--- config.mk ---
export PLATFORM = sky130hd
export DESIGN_NAME = parallel_byte_receiver
export DESIGN_NICKNAME = d
export VERILOG_FILES = /design/src/rtl/parallel_byte_receiver.sv
export SDC_FILE = /design/constraint.sdc
export NUM_CORES = 1
export LEC_CHECK = 0
export ABC_AREA = 0
export BUFFER_PORTS_ARGS = -buffer_cell sky130_fd_sc_hd__buf_2
export CAP_MARGIN = 20
export CORE_MARGIN = 2
export CORE_UTILIZATION = 40
export DETAILED_ROUTE_END_ITERATION = 8
export PLACE_DENSITY_LB_ADDON = 0.05
export SLEW_MARGIN = 20
export SYNTH_ARGS = -nofsm -noshare
export SYNTH_HDL_FRONTEND = slang
export SYNTH_SLANG_ARGS = --single-unit
--- constraint.sdc ---
create_clock -name iCLK -period 5.24 [get_ports iCLK]
set_input_delay 0.262 -clock iCLK [delete_from_list [all_inputs] [get_ports iCLK]]
set_output_delay 0.262 -clock iCLK [all_outputs]
set_load 0.05 [all_outputs]
--- src/rtl/parallel_byte_receiver.sv ---
// Receive side of the parallel byte link: synchronises data/strobe, qualifies
// each strobe high period into a single byte push, and buffers bytes in a FIFO.
//
// state       | meaning
// ------------+------------------------------------------------------------
// ST_IDLE     | strobe low, waiting for a synchronised rising level
// ST_QUALIFY  | strobe high, counting cycles until MIN_HIGH is reached
// ST_WAIT_LOW | byte taken (or just out of reset); wait for strobe to drop
module parallel_byte_receiver #(
  parameter int          DEPTH    = 16,
  parameter int          MIN_HIGH = 4,
  parameter logic [7:0]  NEWLINE  = 8'h0A
) (
  input  logic                     iCLK,
  input  logic                     reset,
  input  logic [7:0]               iData,
  input  logic                     iStrobe,
  output logic [7:0]               oData,
  output logic                     oValid,
  input  logic                     iReady,
  output logic [$clog2(DEPTH):0]   oLevel,
  output logic [15:0]              oLineCount,
  output logic                     oOverflow
);

  localparam int AW = $clog2(DEPTH);
  localparam int LW = AW + 1;
  localparam int CW = (MIN_HIGH > 1) ? $clog2(MIN_HIGH) : 1;
  localparam logic [CW-1:0] CNT_LAST = CW'(MIN_HIGH - 1);

  localparam logic [1:0] ST_IDLE     = 2'd0;
  localparam logic [1:0] ST_QUALIFY  = 2'd1;
  localparam logic [1:0] ST_WAIT_LOW = 2'd2;

  logic          r_s1, r_s2;
  logic [7:0]    r_d1, r_d2;
  logic [1:0]    r_state;
  logic [CW-1:0] r_cnt;

  logic [7:0]    r_mem [DEPTH];
  logic [AW-1:0] r_wr_ptr, r_rd_ptr;
  logic [LW-1:0] r_level;
  logic [15:0]   r_line_count;
  logic          r_overflow;

  logic w_push, w_pop, w_full, w_wr;

  // Strobe flops reset high so a strobe held high through reset looks "already seen".
  always_ff @(posedge iCLK) begin
    if (reset) begin
      r_s1 <= 1'b1;
      r_s2 <= 1'b1;
      r_d1 <= 8'h00;
      r_d2 <= 8'h00;
    end else begin
      r_s1 <= iStrobe;
      r_s2 <= r_s1;
      r_d1 <= iData;
      r_d2 <= r_d1;
    end
  end

  always_comb begin
    w_push = 1'b0;
    if (r_s2) begin
      if (r_state == ST_IDLE && MIN_HIGH == 1)
        w_push = 1'b1;
      else if (r_state == ST_QUALIFY && r_cnt == CNT_LAST)
        w_push = 1'b1;
    end
  end

  always_ff @(posedge iCLK) begin
    if (reset) begin
      r_state <= ST_WAIT_LOW;
      r_cnt   <= '0;
    end else begin
      case (r_state)
        ST_WAIT_LOW: begin
          if (!r_s2) r_state <= ST_IDLE;
        end
        ST_IDLE: begin
          if (r_s2) begin
            if (MIN_HIGH == 1) begin
              r_state <= ST_WAIT_LOW;
            end else begin
              r_cnt   <= CW'(1);
              r_state <= ST_QUALIFY;
            end
          end
        end
        ST_QUALIFY: begin
          if (!r_s2) begin
            r_cnt   <= '0;
            r_state <= ST_IDLE;
          end else if (r_cnt == CNT_LAST) begin
            r_cnt   <= '0;
            r_state <= ST_WAIT_LOW;
          end else begin
            r_cnt <= r_cnt + CW'(1);
          end
        end
        default: begin
          r_cnt   <= '0;
          r_state <= ST_WAIT_LOW;
        end
      endcase
    end
  end

  assign w_full = (r_level == LW'(DEPTH));
  assign w_pop  = oValid && iReady;
  // A pop in the same cycle frees the slot, so a full FIFO still accepts.
  assign w_wr   = w_push && (!w_full || w_pop);

  always_ff @(posedge iCLK) begin
    if (w_wr) r_mem[r_wr_ptr] <= r_d2;
  end

  always_ff @(posedge iCLK) begin
    if (reset) begin
      r_wr_ptr     <= '0;
      r_rd_ptr     <= '0;
      r_level      <= '0;
      r_line_count <= '0;
      r_overflow   <= 1'b0;
    end else begin
      if (w_wr)  r_wr_ptr <= r_wr_ptr + AW'(1);
      if (w_pop) r_rd_ptr <= r_rd_ptr + AW'(1);
      case ({w_wr, w_pop})
        2'b10:   r_level <= r_level + LW'(1);
        2'b01:   r_level <= r_level - LW'(1);
        default: r_level <= r_level;
      endcase
      if (w_push && !w_wr) r_overflow <= 1'b1;
      if (w_wr && r_d2 == NEWLINE) r_line_count <= r_line_count + 16'd1;
    end
  end

  assign oData      = r_mem[r_rd_ptr];
  assign oValid     = (r_level != '0);
  assign oLevel     = r_level;
  assign oLineCount = r_line_count;
  assign oOverflow  = r_overflow;

endmodule

==> out/qor.log, run 1 <==
[outcome] run status finished, final reports clean
[clock_network] clock root buffer master clkbuf_16
[die] Initial Util 40.7%
[yosys] YS warnings 0
[power] maximum vdd drop 222 µV
[layout] Antenna Cells 0
[yosys] number of distinct library cells after synthesis 49
[route] detail-routed via count per cell 5.28
[setup_path] worst reg2reg startpoint r_d2[3]$_SDFF_PP0_
[sta] setup_tns 0 ns
[route] average wire per cell in the routed design 19.8 µm
[route] post-route antenna net violation count 0
[clock_network] post-CTS setup buffer count 0
[die] Die Area 0.0193 mm²
[yosys] synthesized instance count 445
[route] met2 wire len 7.19 mm
[route] wire length reported by the detailed router 14.4 mm
[global_routing] Total GRT Usage 15.6%
[clock_network] Resized cells post-CTS 0
[die] FP Rows 49
[die] count of pins on the block boundary 43
[global_routing] maximum number of pins on one net before global-route repair 56
[global_routing] total grt overflow 0
[global_routing] number of global-route vias before repair 3,871
[clock_network] maximum count of clock buffers along a single path 2
[yosys] post-synthesis instance area 0.00728 mm²
[route] total routed wire length on the met1 layer 6.82 mm
[sta] final count of pins violating max slew 0
[yosys] share of flip-flops with an asynchronous set or reset 0%
[placed_design] final weighted congestion in routability-driven placement 0.749
[yosys] post-synthesis area per instance 16.4 µm²
[sta] headroom to the max-slew limit 29.1%
[sta] fmax 334 MHz
[route] number of remaining DRC errors 0
[setup_path] Critical Path Sink Type primary output
[sta] worst-margin pin slew 1.06 ns
[setup_path] Setup Crit Path Kind flip-flop to primary output
[die] Die Y-Extent 139 µm
[route] Detailed Route Iter0 Violations 283
[sta] Worst Hold Slack 0.0272 ns
[yosys] Post-synth top flop edfxtp_1
[route] Pre-Repair DR Iteration Count 4
[route] total via count in the routed design 3,856
[setup_path] crit path to oData[3]
[sta] Final setup violation count 0
[layout] Layout Area Growth over Synthesis 13.8%
[yosys] Post-synth EDFFs 128
[setup_path] signal arrival time at the worst endpoint 2.73 ns
[clock_network] number of buffers inserted for hold repair after clock tree synthesis 0
[yosys] sequential fraction of the synthesis area 68.2%
[global_routing] wire length of the first global-routing pass 22.7 mm
[clock_network] number of buffers created by CTS 17
[clock_network] Skew-Pair Late Insertion Delay 0.41 ns
[sta] clock tree skew after final layout 0.00648 ns
[layout] fraction of final layout cells sized beyond drive strength 1 25.1%
[yosys] Synth Register Bits 184
[setup_path] reg-to-reg endpoint oLineCount[12]$_SDFFE_PP0P_
[worst_hold_path] type of the most critical hold path primary input to flip-flop
[yosys] nets in the synthesized netlist 468
[sta] clock period minus worst slack 3.00 ns
[setup_path] required time of the critical path 4.98 ns
[layout] final-stage net count 512
[setup_path] r2r worst-path depth 4
[route] wire length on met3 364 µm
[power] total power of the final layout 3160 µW
[sta] count of endpoints failing hold in the final timing report 0
[placed_design] pre-CTS setup slack 2.47 ns
[sta] post-route clock period utilization 57.2%
[sta] Worst Setup Slack, final 2.24 ns
[global_routing] number of antenna violations at the first check in global routing 0
[placed_design] Buffers on Ports 42
[setup_path] critical path peak fanout 24
[clock_network] clock transition time at the flip-flop clock pins of the worst setup and hold paths 0.06 ns
[die] die width 139 µm
[clock_network] clock tree from TritonCTS done
[setup_path] startpoint type of the worst setup path flip-flop
[route] max layer used met4
[placed_design] detailed-placement wirelength estimate 9.54 mm
[setup_path] register-to-register setup slack 2.66 ns
[run] maxcap violations 0
[sta] RSZ-0062 raised after global routing no
[clock_network] Max H-tree Level 4
[power] Leak 0.00272 µW
[power] power density over the cells 381 mW/mm²
[die] core outline area 0.0179 mm²
[clock_network] Num Clock Sinks 184
per-layer routing:
| layer | vias up | GRT usage [%] |
|---|---|---|
| met4 | 0 | 5.10 |
| li1 | 1841 | - |
| met1 | 1954 | 21.9 |
| met2 | 59 | 24.8 |
| met3 | 2 | 3.07 |
| met5 | - | 0 |
cell usage in the layout, fill, tap and decap left out, types with 2 or more instances in the layout:
cell type,count
or2_2,2
nand4_1,4
nand2b_1,2
clkinvlp_4,2
o31ai_1,9
xnor2_1,4
or4_1,10
ha_1,10
o211ai_1,2
bufinv_16,2
inv_1,11
or3_1,6
clkbuf_16,17
mux4_2,40
a211oi_1,3
clkinv_2,4
clkinv_1,3
o21ai_0,9
nand3_1,13
mux2_2,3
buf_4,3
clkinv_4,2
a21oi_1,18
buf_2,42
xor2_1,4
edfxtp_1,128
and3_1,15
nand2_1,9
dfxtp_1,55
nor2b_1,24
nor2_1,19
mux2i_1,4
through the flow:
step                      util (%)  cell area (µm²)  cells
after floorplan                  -             7280    445
after global placement        43.1             7720    699
after detailed placement      43.1             7720    699
after CTS                     46.2             8270    730
after global routing          46.3             8290    730
final                         46.3             8290    730
worst max-delay path, stage by stage, from the launching register on:
cell	delay, ns
dfxtp_2	0.50
buf_4	0.49
mux4_2	0.56
mux4_2	0.51
buf_2	0.23
registers in the layout (all words and copies together) (netlist names), named ones only:
name / count
r_mem: 128
oLineCount: 16
r_d1: 8
r_d2: 8
oLevel: 5
r_rd_ptr: 4
r_wr_ptr: 4
r_cnt: 2
r_state: 2
oOverflow: 1
r_s1: 1
r_s2: 1
power breakdown:
group          leakage [µW]  internal, µW  total (µW)  switching, µW
Sequential          0.00155          1570        1600           37.7
Clock              0.000271           693        1210            516
Combinational      0.000901           149         347            197
cell type report:
type / count / area [µm²]
Multi-Input combinational cell: 230 / 2200
Fill cell: 1586 / 9620
Clock inverter: 14 / 133
Tap cell: 229 / 287
Clock buffer: 17 / 425
Inverter: 11 / 41.3
Sequential cell: 184 / 4970
Timing Repair Buffer: 45 / 233
synth_stat cells, types with 10 or more instances:
master / instances / area (µm²)
nor2_1: 19 / 71.3
and3_1: 15 / 93.8
ha_1: 10 / 125
dfxtp_1: 56 / 1120
edfxtp_1: 128 / 3840
inv_1: 11 / 41.3
nor2b_1: 24 / 150
nand3_1: 13 / 65.1
or4_1: 10 / 75.1
a21oi_1: 18 / 90.1
mux4_2: 40 / 901
how the worst min path moves through the flow:
stage / from / endpoint / cells past startpoint
after floorplan: iStrobe / r_s1$_SDFF_PP1_ / 1
after global placement: r_s1$_SDFF_PP1_ / r_s2$_SDFF_PP1_ / 1
after detailed placement: r_s1$_SDFF_PP1_ / r_s2$_SDFF_PP1_ / 1
after CTS: iStrobe / r_s1$_SDFF_PP1_ / 2
after global routing: iStrobe / r_s1$_SDFF_PP1_ / 2
final: iStrobe / r_s1$_SDFF_PP1_ / 2
cell families (layout without fill, tap and decap cells):
group	after synthesis	in the layout	share of synthesized area, %
AO/OA/AOI/OAI	49	49	4.29
XOR/XNOR	8	8	0.962
adder cells (fa/ha/maj)	11	11	1.99
buffers and inverters	31	87	1.84
flip-flops	184	184	68.2
multiplexers	47	47	13.4
AND/OR/NAND/NOR	115	115	9.36
(Power assumes the default switching activity.)
==> run 2: changes to the inputs <==
ABC_AREA = 1   (was 0)
clock period = 2.9 ns   (was 5.24 ns; I/O delays follow)
==> out/qor.log, run 2 <==
[setup_path] CP Buf/Inv Count 2
[layout] register area 0.00497 mm²
[layout] fraction of final layout cells sized beyond drive strength 1 11.4%
[layout] filler cell count 1,739
[yosys] post-synthesis instance area 0.00775 mm²
[route] number of remaining DRC errors 0
[yosys] top cell type's share of synthesized area 49.6%
[layout] share of the core filled with cells in the final layout 47.4%
[worst_hold_path] type of the most critical hold path primary input to flip-flop
[clock_network] clock transition time at the flip-flop clock pins of the worst setup and hold paths 0.06 ns
[sta] count of endpoints failing hold in the final timing report 0
[global_routing] wire length of the first global-routing pass 27.1 mm
[sta] clock period minus worst slack 2.44 ns
[layout] Largest register FFs 128
[layout] final-stage net count 842
[route] Pre-Repair DR Iteration Count 4
[layout] final design instance area without fill 0.00893 mm²
[sta] Worst Setup Slack, final 0.456 ns
[clock_network] clock root buffer master clkbuf_16
[setup_path] startpoint type of the worst setup path flip-flop
[die] Initial Util 41.2%
[yosys] dominant cells by area after synthesis edfxtp_1 (50%), dfxtp_1 (14%), nand2_1 (5.7%)
[setup_path] Setup Crit Path Kind flip-flop to primary output
[power] maximum vdd drop 492 µV
[yosys] post-synthesis area per instance 10.1 µm²
[layout] Layout Area Growth over Synthesis 15.1%
[route] post-route antenna net violation count 0
[global_routing] maximum number of pins on one net before global-route repair 56
[run] maxcap violations 0
[route] total via count in the routed design 5,324
[setup_path] required time of the critical path 2.76 ns
[placed_design] Buffers on Ports 42
[sta] Final setup violation count 0
[yosys] Synth Register Bits 184
[setup_path] largest stage delay on the critical path 0.64 ns
[yosys] share of flip-flops with an asynchronous set or reset 0%
[route] wire length reported by the detailed router 17.2 mm
[sta] RSZ-0062 raised after global routing no
[layout] most flop-heavy register r_mem
[setup_path] cell type of the slowest stage on the worst timing path dfxtp_4
[clock_network] number of buffers created by CTS 17
[die] core outline area 0.0188 mm²
[yosys] sequential fraction of the synthesis area 64.0%
[yosys] Post-synth EDFFs 128
[layout] Antenna Cells 0
[sta] setup_tns 0 ns
[die] FP Rows 50
[setup_path] Worst path most repeated cell nand3_1
[yosys] nets in the synthesized netlist 792
[die] Die Area 0.0205 mm²
[worst_hold_path] launch point of the worst hold path reset
[yosys] number of distinct library cells after synthesis 35
[yosys] YS warnings 0
[sta] worst-margin pin slew 0.695 ns
[global_routing] number of global-route vias before repair 5,189
[yosys] most common cell in the netlist edfxtp_1
[layout] commonest cells after routing, fill and taps aside edfxtp_1 (128), nand2_1 (117), inv_1 (114)
[route] average wire per cell in the routed design 15.8 µm
[route] Detailed Route Iter0 Violations 280
[yosys] top cell types by occurrence after synthesis edfxtp_1 (128), nand2_1 (117), inv_1 (112)
[yosys] largest area contributor in the netlist edfxtp_1
[setup_path] Critical Path Sink Type primary output
[layout] most frequent standard cell in the layout excluding fill and tap cells edfxtp_1
[die] die width 143 µm
[clock_network] Resized cells post-CTS 0
[clock_network] Num Clock Sinks 184
[setup_path] signal arrival time at the worst endpoint 2.30 ns
[outcome] run status finished, final reports clean
[placed_design] area post-placement 0.00827 mm²
[sta] final count of pins violating max slew 0
[clock_network] Skew-Pair Late Insertion Delay 0.42 ns
[route] detail-routed via count per cell 4.88
[global_routing] Total GRT Usage 17.7%
[global_routing] total grt overflow 0
[yosys] Post-synth top flop edfxtp_1
[layout] number of cells in the finished layout apart from fillers 1,092
[setup_path] CP cell instances buf_4, a21oi_1, o21ai_0, nand3_1, nand3_1, nand2_1, buf_2
[placed_design] pre-CTS setup slack 0.561 ns
[global_routing] number of antenna violations at the first check in global routing 0
[power] power density over the cells 819 mW/mm²
[placed_design] placed cells 1,051
[setup_path] Top Family by Delay on Critical Path flip-flops
[die] Die Y-Extent 143 µm
[clock_network] clock tree from TritonCTS done
[yosys] synthesized instance count 769
[sta] headroom to the max-slew limit 53.5%
[placed_design] final weighted congestion in routability-driven placement 0.823
[placed_design] detailed-placement wirelength estimate 11.6 mm
[power] Leak 0.00347 µW
[clock_network] Max H-tree Level 4
[sta] post-route clock period utilization 84.3%
[setup_path] worst reg2reg startpoint r_cnt[0]$_SDFFE_PP0P_
[die] count of pins on the block boundary 43
[sta] clock tree skew after final layout 0.0101 ns
[setup_path] critical path peak fanout 46
[layout] area of the multi-input gates 0.00221 mm²
[clock_network] maximum count of clock buffers along a single path 2
[sta] fmax 409 MHz
## run 2: changes by cell type after synthesis, moves of 10 or more
| cell | change |
|---|---|
| o211ai_1 | +30 |
| o21ai_0 | +36 |
| nand2_1 | +108 |
| a21oi_1 | +39 |
| clkbuf_1 | +10 |
| nor2b_1 | -24 |
| nand3_1 | +58 |
| or4_1 | -10 |
| mux4_2 | -40 |
| and3_1 | -15 |
| inv_1 | +101 |
| nor2_1 | +60 |
## run 2: cell type report
type,count,share of cell area (%)
clock buffers,25,5.94
clock inverters,7,0.435
inverters,114,4.82
multi-input cells,438,24.7
flip-flops and latches,184,55.7
well taps,260,3.64
repair buffers,64,4.74
## run 2: what timing repair did
| item | in CTS | in global routing |
|---|---|---|
| setup buffers | 0 | 0 |
| endpoints found under the hold margin | 9 | 0 |
| hold buffers | 9 | 0 |
## run 2: worst paths after layout
check / endpoint / slack (ns) / cells after the start
hold / removal: r_state[1]$_SDFFE_PP1P_ / 0.17 / 3
hold reg to reg: r_d2[1]$_SDFF_PP0_ / 0.40 / 2
setup / recovery: oData[0] / 0.46 / 7
setup reg to reg: r_mem[1][2]$_DFFE_PP_ / 0.61 / 7
## run 2: tightest hold or removal path: cells and delay by family
| family | cells | cell delay (ns) |
|---|---|---|
| buf+inv | 2 | 0.28 |
| simple gates | 1 | 0.13 |
## run 2: where the power goes
group | switching, µW | leakage (µW) | total [µW] | internal, µW
registers | 204 | 0.00163 | 3080 | 2880
clock network | 925 | 0.000293 | 2200 | 1270
logic | 1430 | 0.00155 | 2040 | 612
total | 2550 | 0.00347 | 7310 | 4760
## run 2: layer usage
layer	global-route usage, %	vias to the layer above	part of all wire [%]
met3	4.02	24	4.4
met1	22.6	2503	45
met4	5.52	0	1.8
met5	0	-	0
met2	30.1	123	49
li1	-	2674	-
## run 2: stage by stage
step | hold slack (ns) | total power (µW)
3_5_place_dp | 0.333 | 5170
2_1_floorplan | 0.249 | 4590
4_1_cts | 0.151 | 7380
5_1_grt | 0.190 | 7690
6_report | 0.166 | 7310
3_3_place_gp | 0.333 | 5150
## run 2: kinds of logic after synthesis
| logic type | synth area share (%) |
|---|---|
| flops | 64.0 |
| compound gates | 10.4 |
| buf+inv | 7.47 |
| simple gates | 15.4 |
| xor+xnor | 0.791 |
| fa+ha+maj | 1.87 |
